--- config.mk ---
export PLATFORM = sky130hd
export DESIGN_NAME = mult_div_unit
export DESIGN_NICKNAME = d
export VERILOG_FILES = /design/src/rtl/mult_div_unit.sv
export SDC_FILE = /design/constraint.sdc
export NUM_CORES = 1
export LEC_CHECK = 0
export BUFFER_PORTS_ARGS = -buffer_cell sky130_fd_sc_hd__buf_2
export CORE_MARGIN = 1
export CORE_UTILIZATION = 50
export DETAILED_ROUTE_END_ITERATION = 10
export PLACE_DENSITY = 0.7
export SYNTH_ARGS = -nofsm -noshare
export SYNTH_HDL_FRONTEND = slang
export SYNTH_SLANG_ARGS = --single-unit
--- constraint.sdc ---
create_clock -name clk -period 3.8 [get_ports clk]
set_input_delay 0.76 -clock clk [delete_from_list [all_inputs] [get_ports clk]]
set_output_delay 0.76 -clock clk [all_outputs]
set_load 0.01 [all_outputs]
--- src/rtl/mult_div_unit.sv ---
// mult_div_unit: iterative 32x32 multiply / 32/32 divide feeding the HI/LO
// registers. The unit takes 33 cycles per operation (32 iterations plus one
// sign-fix cycle). MTHI/MTLO writes are accepted only while the unit is idle.
//
// state | meaning
// IDLE  | waiting for start; MTHI/MTLO writes honoured here
// CALC  | one shift-add or shift-subtract iteration per cycle (32 cycles)
// FIX   | sign correction, HI/LO update, done pulse
module mult_div_unit (
    input  logic        clk,
    input  logic        reset,
    input  logic        start,
    input  logic [1:0]  op,
    input  logic [31:0] rs_data,
    input  logic [31:0] rt_data,
    input  logic        hi_we,
    input  logic        lo_we,
    input  logic [31:0] wdata,
    output logic        busy,
    output logic        done,
    output logic [31:0] hi,
    output logic [31:0] lo
);

    typedef enum logic [1:0] {IDLE, CALC, FIX} state_t;

    state_t      state;
    logic [5:0]  cnt;
    logic        is_div;
    logic        neg_main;   // negate product / quotient
    logic        neg_rem;    // negate remainder (dividend was negative)
    logic        div_zero;
    logic [31:0] b_mag;      // multiplicand or divisor magnitude
    // Multiply: {partial product high, multiplier shifting out}.
    // Divide:   {remainder, dividend shifting out / quotient shifting in}.
    logic [63:0] acc;

    logic        signed_op;
    logic [31:0] a_abs;
    logic [31:0] b_abs;
    logic [32:0] mul_sum;
    logic [63:0] mul_next;
    logic [32:0] div_shift;
    logic [32:0] div_diff;
    logic [63:0] div_next;
    logic [63:0] prod_fix;
    logic [31:0] quot_fix;
    logic [31:0] rem_fix;

    // Operand magnitudes at start; unsigned ops pass raw values through.
    assign signed_op = ~op[0];
    assign a_abs = (signed_op && rs_data[31]) ? (32'd0 - rs_data) : rs_data;
    assign b_abs = (signed_op && rt_data[31]) ? (32'd0 - rt_data) : rt_data;

    // Single iteration of unsigned shift-add multiply.
    assign mul_sum  = {1'b0, acc[63:32]} + (acc[0] ? {1'b0, b_mag} : 33'd0);
    assign mul_next = {mul_sum, acc[31:1]};

    // Single iteration of restoring divide. A zero divisor never restores,
    // so the quotient fills with ones and the remainder ends up as |rs|.
    assign div_shift = {acc[63:32], acc[31]};
    assign div_diff  = div_shift - {1'b0, b_mag};
    assign div_next  = div_diff[32] ? {div_shift[31:0], acc[30:0], 1'b0}
                                    : {div_diff[31:0],  acc[30:0], 1'b1};

    // Final sign correction. On divide-by-zero the remainder negation restores
    // the original signed dividend, and the all-ones quotient is left alone.
    assign prod_fix = neg_main ? (64'd0 - acc) : acc;
    assign quot_fix = (neg_main && !div_zero) ? (32'd0 - acc[31:0]) : acc[31:0];
    assign rem_fix  = neg_rem ? (32'd0 - acc[63:32]) : acc[63:32];

    // Sequencer, datapath iteration and HI/LO architectural registers.
    always_ff @(posedge clk) begin
        if (reset) begin
            state    <= IDLE;
            cnt      <= 6'd0;
            is_div   <= 1'b0;
            neg_main <= 1'b0;
            neg_rem  <= 1'b0;
            div_zero <= 1'b0;
            b_mag    <= 32'd0;
            acc      <= 64'd0;
            busy     <= 1'b0;
            done     <= 1'b0;
            hi       <= 32'd0;
            lo       <= 32'd0;
        end else begin
            done <= 1'b0;
            case (state)
                IDLE: begin
                    if (start) begin
                        is_div   <= op[1];
                        neg_main <= signed_op && (rs_data[31] ^ rt_data[31]);
                        neg_rem  <= signed_op && op[1] && rs_data[31];
                        div_zero <= op[1] && (rt_data == 32'd0);
                        b_mag    <= b_abs;
                        acc      <= {32'd0, a_abs};
                        cnt      <= 6'd0;
                        busy     <= 1'b1;
                        state    <= CALC;
                    end else begin
                        if (hi_we) hi <= wdata;
                        if (lo_we) lo <= wdata;
                    end
                end
                CALC: begin
                    acc <= is_div ? div_next : mul_next;
                    cnt <= cnt + 6'd1;
                    if (cnt == 6'd31) state <= FIX;
                end
                FIX: begin
                    if (is_div) begin
                        hi <= rem_fix;
                        lo <= quot_fix;
                    end else begin
                        hi <= prod_fix[63:32];
                        lo <= prod_fix[31:0];
                    end
                    done  <= 1'b1;
                    busy  <= 1'b0;
                    state <= IDLE;
                end
                default: state <= IDLE;
            endcase
        end
    end

endmodule

# ---- After elaboration in Yosys (flattened, before gate mapping)
# Index checks and enable logic that the tools add are counted.
dict set report classes {
  add_sub_neg 8
  muxes 26
  n_eq_ne 8
  n_reduce_logical 18
  bitwise_logic 2
}
# operator count
set ops {}
lappend ops {{two-way mux 32 bit} 11}
lappend ops {{two-way mux 64 bit} 4}
lappend ops {{one-hot mux 32 bit (2 select lines)} 2}
lappend ops {{one-hot mux 64 bit (2 select lines)} 1}
lappend ops {{subtractor 1 x 32 -> 32 bit (first input constant)} 4}
lappend ops {{subtractor 1 x 64 -> 64 bit (first input constant)} 1}
lappend ops {{adder 32 x 32 -> 33 bit} 1}
lappend ops {{subtractor 33 x 32 -> 33 bit} 1}
lappend ops {{logical NOT 32 bit} 1}
lappend ops {{one-hot mux 6 bit (2 select lines)} 1}
lappend ops {{!= test 2 bit (second input constant)} 5}
lappend ops {{AND reduction 2 bit} 4}
lappend ops {{logical AND 1 bit} 7}
lappend ops {{adder 6 x 1 -> 6 bit (second input constant)} 1}
lappend ops {{equality test 6 x 5 -> 1 bit (second input constant)} 1}
lappend ops {{two-way mux 6 bit} 1}
lappend ops {{AND reduction 3 bit} 2}
lappend ops {{two-way mux 2 bit} 2}
lappend ops {{one-hot mux 2 bit (2 select lines)} 1}
lappend ops {{nonzero test 2 bit} 2}
lappend ops {{equality test 2 x 1 -> 1 bit (second input constant)} 1}
lappend ops {{equality test 2 bit (second input constant)} 1}
lappend ops {{logical NOT 2 bit} 1}
lappend ops {{two-way mux 1 bit} 2}
lappend ops {{other kinds (4)} 4}
dict set report word_totals {
  wordCells 74
  in_bits 103
  output_inout_bits 66
  register_bits 174
}

# ---- Depth between registers and ports, before layout
dict set report depth {
  depth_word 5
  depth_mapped 13
  mapped_depth_nobuf 12
}

# ---- Worst setup path after synthesis
# Ideal clock, no wire load.
dict set report synth_path {
  kind {reg-to-reg}
  startpoint {register acc[12]}
  endpoint {register hi[31]}
  t_arrival_ns 3.239
  path_slack_ns 0.491
  required_ns 3.730
  period_less_slack_ns 3.309
  n_path_buf 2
  setup_ns 0.070
  stages_incl_launch_ff 11
  cell_sequence {dfxtp_1 buf_6 or4_4 or4b_4 buf_6 or4_4 a211o_1 o41a_1 xnor2_1 a211o_1 a21oi_1}
}
dict set report synth_via {
  elab_chain_len 4
}
# element line
set synth_lines {}
lappend synth_lines {{start: declaration} 36} ;# logic [63:0] acc;
lappend synth_lines {{start signal: assignment} 97} ;# acc <= {32'd0, a_abs};
lappend synth_lines {{start signal: assignment} 107} ;# acc <= is_div ? div_next : mul_next;
lappend synth_lines {{subtractor 1 x 64 -> 64 bit} 68} ;# assign prod_fix = neg_main ? (64'd0 - acc) : acc;
lappend synth_lines {{two-way mux 64 bit} 68}
lappend synth_lines {{two-way mux 32 bit} 112} ;# if (is_div) begin
lappend synth_lines {{one-hot mux 32 bit (2 select lines)} 89} ;# case (state)
lappend synth_lines {{end signal: assignment} 102} ;# if (hi_we) hi <= wdata;
lappend synth_lines {{end signal: assignment} 113} ;# hi <= rem_fix;
lappend synth_lines {{end signal: assignment} 116} ;# hi <= prod_fix[63:32];
lappend synth_lines {{end: declaration} 21} ;# output logic [31:0] hi,
# No other way between the ends.
# A chain may end at the register's enable or synchronous reset.

# ---- Worst setup path after layout
dict set report layout_path {
  startpoint {register b_mag[19]}
  endpoint {register acc[50]}
}
dict set report layout_via {
  elab_chain_len 4
  word_cells_on_any_way 6
  cone_classes {add/sub: 2; mux: 4}
}
# element line
set layout_lines {}
lappend layout_lines {{start: declaration} 33} ;# logic [31:0] b_mag;
lappend layout_lines {{start signal: assignment} 96} ;# b_mag <= b_abs;
lappend layout_lines {{subtractor 33 x 32 -> 33 bit or two-way mux 32 bit (tied branches)} {62, 56}}
lappend layout_lines {{two-way mux 64 bit or adder 32 x 32 -> 33 bit (tied branches)} {63, 56}}
lappend layout_lines {{two-way mux 64 bit *} 107}
lappend layout_lines {{one-hot mux 64 bit (2 select lines) *} 89}
# Mark *: on every way between the ends. The rest lies on a longest branch, timed or not.

==> summary.md <==
| Metric | Value |
|---|---|
| Worst endpoint required time | `~4200 ps` |
| Num CTS Buffers | `17` |
| Hold depth | `2` |
| CP max stage delay | `around 900 ps` |
| DRT Wirelength | `between 50,000 and 60,000 µm` |
| Bufs on Longest Clock Path | `2` |
| Cell Rows | `61` |
| Finished Core Util | `between 50% and 60%` |
| CTS tree | `done` |
| DR iter-0 viols | `roughly 1,900` |
| Largest net degree at the start of global routing | `63` |
| First-pass GRT wire length | `80,800 µm` |
| Initial Util | `approximately half` |
| Worst vdd rail ir drop | `0.000320 V` |
| Worst rel slew slack | `a little over a fifth` |
| Insertion delay to the later sink of the worst-skew pair | `460 ps` |
| Reg2reg start | `b_mag[19]$_SDFFE_PP0P_` |
| Worst reg2reg path depth | `10` |
| # diodes | `0` |
| Synthesized cell area | `around 0.014 mm²` |
| Hold Path Class | `flop to flop` |
| CP Capture Type | `flop` |
| Setup CP Type | `flop to flop` |
| Number of setup violations in the final report | `0` |
| DRC | `0` |
| Initial antenna violation count | `0` |
| GP Congestion | `slightly below 1` |
| Fillcell total | `between 2,000 and 3,000` |
| Post-Place Cells | `~2,500` |
| Core Area | `between 0.02 and 0.03 mm²` |
| Final Hold Fails | `0` |
| Full die area | `between 0.02 and 0.03 mm²` |
| Clock Root Buffer | `clkbuf_16` |
| I/O pin cnt | `169` |
| Fmax | `roughly 270 MHz` |
| Dpl ws | `around 210 ps` |
| Clock sink count | `between 150 and 200` |
| GRT overflow | `0` |
| Drt first pass iters | `6` |
| R2r setup slk | `roughly 140 ps` |
| WHS Endpoint | `hi[16]$_SDFFE_PP0P_` |
| Layout cells sized above 1 | `15.7%` |
| Total Nets Final | `approximately 2,300` |
| Number of global-route vias before repair | `about 14,000` |
| Die Height | `~170 µm` |
| Arrival @ worst endpoint | `roughly 4000 ps` |
| H-Tree Depth | `4` |
| Hold Path Origin | `hi[16]$_SDFFE_PP0P_` |
| Startpoint types | `flop` |
| Syn. warnings | `0` |
| Synth Flop Type | `dfxtp_1` |
| Final setup margin | `136 ps` |
| Final Cycle Share | `96.4%` |
| Synth-to-layout area growth | `15.7%` |
| Slowest stage cell, crit path | `nor2_1` |
| Crit path max fanout | `9` |
| DR WL/cell | `about 21 µm` |
| Sequential-to-total area share from yosys stat | `between 20 and 25%` |
| Pins Over Slew Limit | `0` |
| Actual slew at the worst max-slew pin | `approximately 1200 ps` |
| Port bufs | `168` |
| Post-DP HPWL | `about 40,000 µm` |
| Synth Net Count | `around 2,100` |
| Clock slew at reported path FFs | `roughly 80 ps` |
| Synth Register Bits | `around 170` |
| Pleak | `around 7 nW` |
| Via count | `roughly 16,000` |
| Status | `finished clean` |
| Post-synth EDFFs | `0` |
| Synth cell types | `77` |
| Async set-reset flop share out of synthesis | `0%` |
| Mapped Cells | `just under 2,000` |
| Finished Layout Cells | `approximately 2,500` |
| PD cells | `341 mW/mm²` |
| Detail Route Antenna Nets | `0` |
| Max Cap Viol | `0` |
| Tot Pwr | `approximately 5.6 mW` |
| Syn_area_per_cell | `approximately 7.2 µm²` |
| Drt via density | `6.33` |
| Clock period minus worst slack | `between 3000 and 4000 ps` |
| FF-to-FF End | `acc[50]$_SDFFE_PP0P_` |
| Fin Hold WS | `roughly 450 ps` |
| All-Layer GR Usage | `35.9%` |
| Die width | `between 150 and 200 µm` |
| Final Skew | `~16 ps` |
| Crit path cell chain | `inv_1 > ha_1 > a21o_1 > a31o_2 > a2111oi_0 > o211ai_1 > o21a_1 > nor2_1 > nand3b_1 > a41oi_1` |
-- cell usage after synthesis (23+ instances only) --
cell | instances | area [µm²]
a211oi_1 | 112 | 841
a21o_1 | 23 | 173
a21oi_1 | 189 | 946
a311oi_1 | 24 | 210
clkbuf_1 | 119 | 447
dfxtp_1 | 174 | 3480
ha_1 | 69 | 863
inv_1 | 72 | 270
mux2i_1 | 35 | 350
nand2_1 | 168 | 631
nand3_1 | 26 | 130
nor2_1 | 261 | 980
nor3_1 | 61 | 305
o21ai_0 | 125 | 626
o31ai_1 | 27 | 203
or3_1 | 36 | 225
xnor2_1 | 74 | 648
xor2_1 | 67 | 587
-- metal layers --
metal	GRT usage, %	wire length, µm
met1	51.8	23800
met3	7.89	6110
met4	13.2	1720
met5	0	0
met2	51.5	21200
-- area by class of cell --
type	instances	area (µm²)	area share (%)
timing repair inverter	1	7.51	0.0454
clock buffer	17	425	2.57
timing repair buffer	270	1640	9.90
tap	378	473	2.86
inverter	74	282	1.70
sequential	174	3490	21.1
multi-input combinational	1590	10100	60.8
clock inverter	15	168	1.01
-- worst max path at each step --
stage / from / end / slack (ps) / cells after the start
after floorplan: acc[12]$_SDFFE_PP0P_ / hi[31]$_SDFFE_PP0P_ / 490 / 10
after global placement: acc[33]$_SDFFE_PP0P_ / acc[63]$_SDFFE_PP0P_ / 290 / 9
after detailed placement: rs_data[0] / acc[29]$_SDFFE_PP0P_ / 210 / 9
after CTS: b_mag[19]$_SDFFE_PP0P_ / acc[50]$_SDFFE_PP0P_ / 210 / 10
after global routing: b_mag[25]$_SDFFE_PP0P_ / acc[50]$_SDFFE_PP0P_ / -1 / 10
final: b_mag[19]$_SDFFE_PP0P_ / acc[50]$_SDFFE_PP0P_ / 140 / 10
-- critical path, delay by kind of cell (launching register included) --
kind                       cells  cell delay, ps
buffers and inverters          1              80
adders and majority gates      1             390
AOI/OAI and AO/OA              6            1620
DFF                            1             350
and+or+nand+nor                2            1130
-- metrics by stage --
step | TNS, ps | cell area, µm²
2_1_floorplan | 0 | 14300
3_3_place_gp | 0 | 15900
3_5_place_dp | 0 | 15900
4_1_cts | 0 | 16500
5_1_grt | -1.26 | 16500
6_report | 0 | 16500
-- logic make-up after synthesis --
family,count (synthesis),share of synthesized area [%]
xor+xnor,141,8.64
mux,37,2.61
simple gates,680,22.1
compound gates,661,30.4
flops,174,24.4
buf+inv,207,5.57
fa+ha+maj,71,6.32
-- report_power, final --
group	switching [mW]	internal, mW	total (mW)
Combinational	1.11	0.657	1.76
Clock	0.922	0.889	1.81
Sequential	0.126	1.94	2.06
Total	2.15	3.48	5.64
-- layout by cell type, fill, tap and decap left out, types with 8 or more instances in the layout --
master / instances
mux2i_1: 35
o41ai_1: 11
inv_1: 71
a21oi_1: 189
a211o_1: 9
o31ai_1: 27
nand3_1: 26
dfxtp_1: 172
o211ai_1: 20
a211oi_1: 111
nor2_1: 260
a311oi_1: 24
o21ai_0: 124
nor3_1: 60
nand2b_1: 13
and3_1: 13
buf_2: 167
or4_1: 13
nand4_1: 13
ha_1: 67
or3_1: 36
a21boi_0: 8
a21o_1: 23
a31oi_1: 19
nor2b_1: 21
xor2_1: 67
buf_4: 100
nor4_1: 15
nand2_1: 168
xnor2_1: 74
or2_2: 8
clkbuf_16: 17
a2111oi_0: 18
o21a_1: 11
-- state kept, by name, indices dropped and copies added (netlist names) --
| signal | flops |
|---|---|
| acc | 64 |
| b_mag | 32 |
| hi | 32 |
| lo | 32 |
| cnt | 6 |
| state | 2 |
| busy | 1 |
| div_zero | 1 |
| done | 1 |
| is_div | 1 |
| neg_main | 1 |
| neg_rem | 1 |
-- timing repair --
item / 4_1_cts / 5_1_grt
buffers inserted: 0 / 6
setup endpoints to repair: 0 / 3
gates resized for setup: 0 / 6
hold buffers: 0 / 0
(Power assumes the default switching activity.)
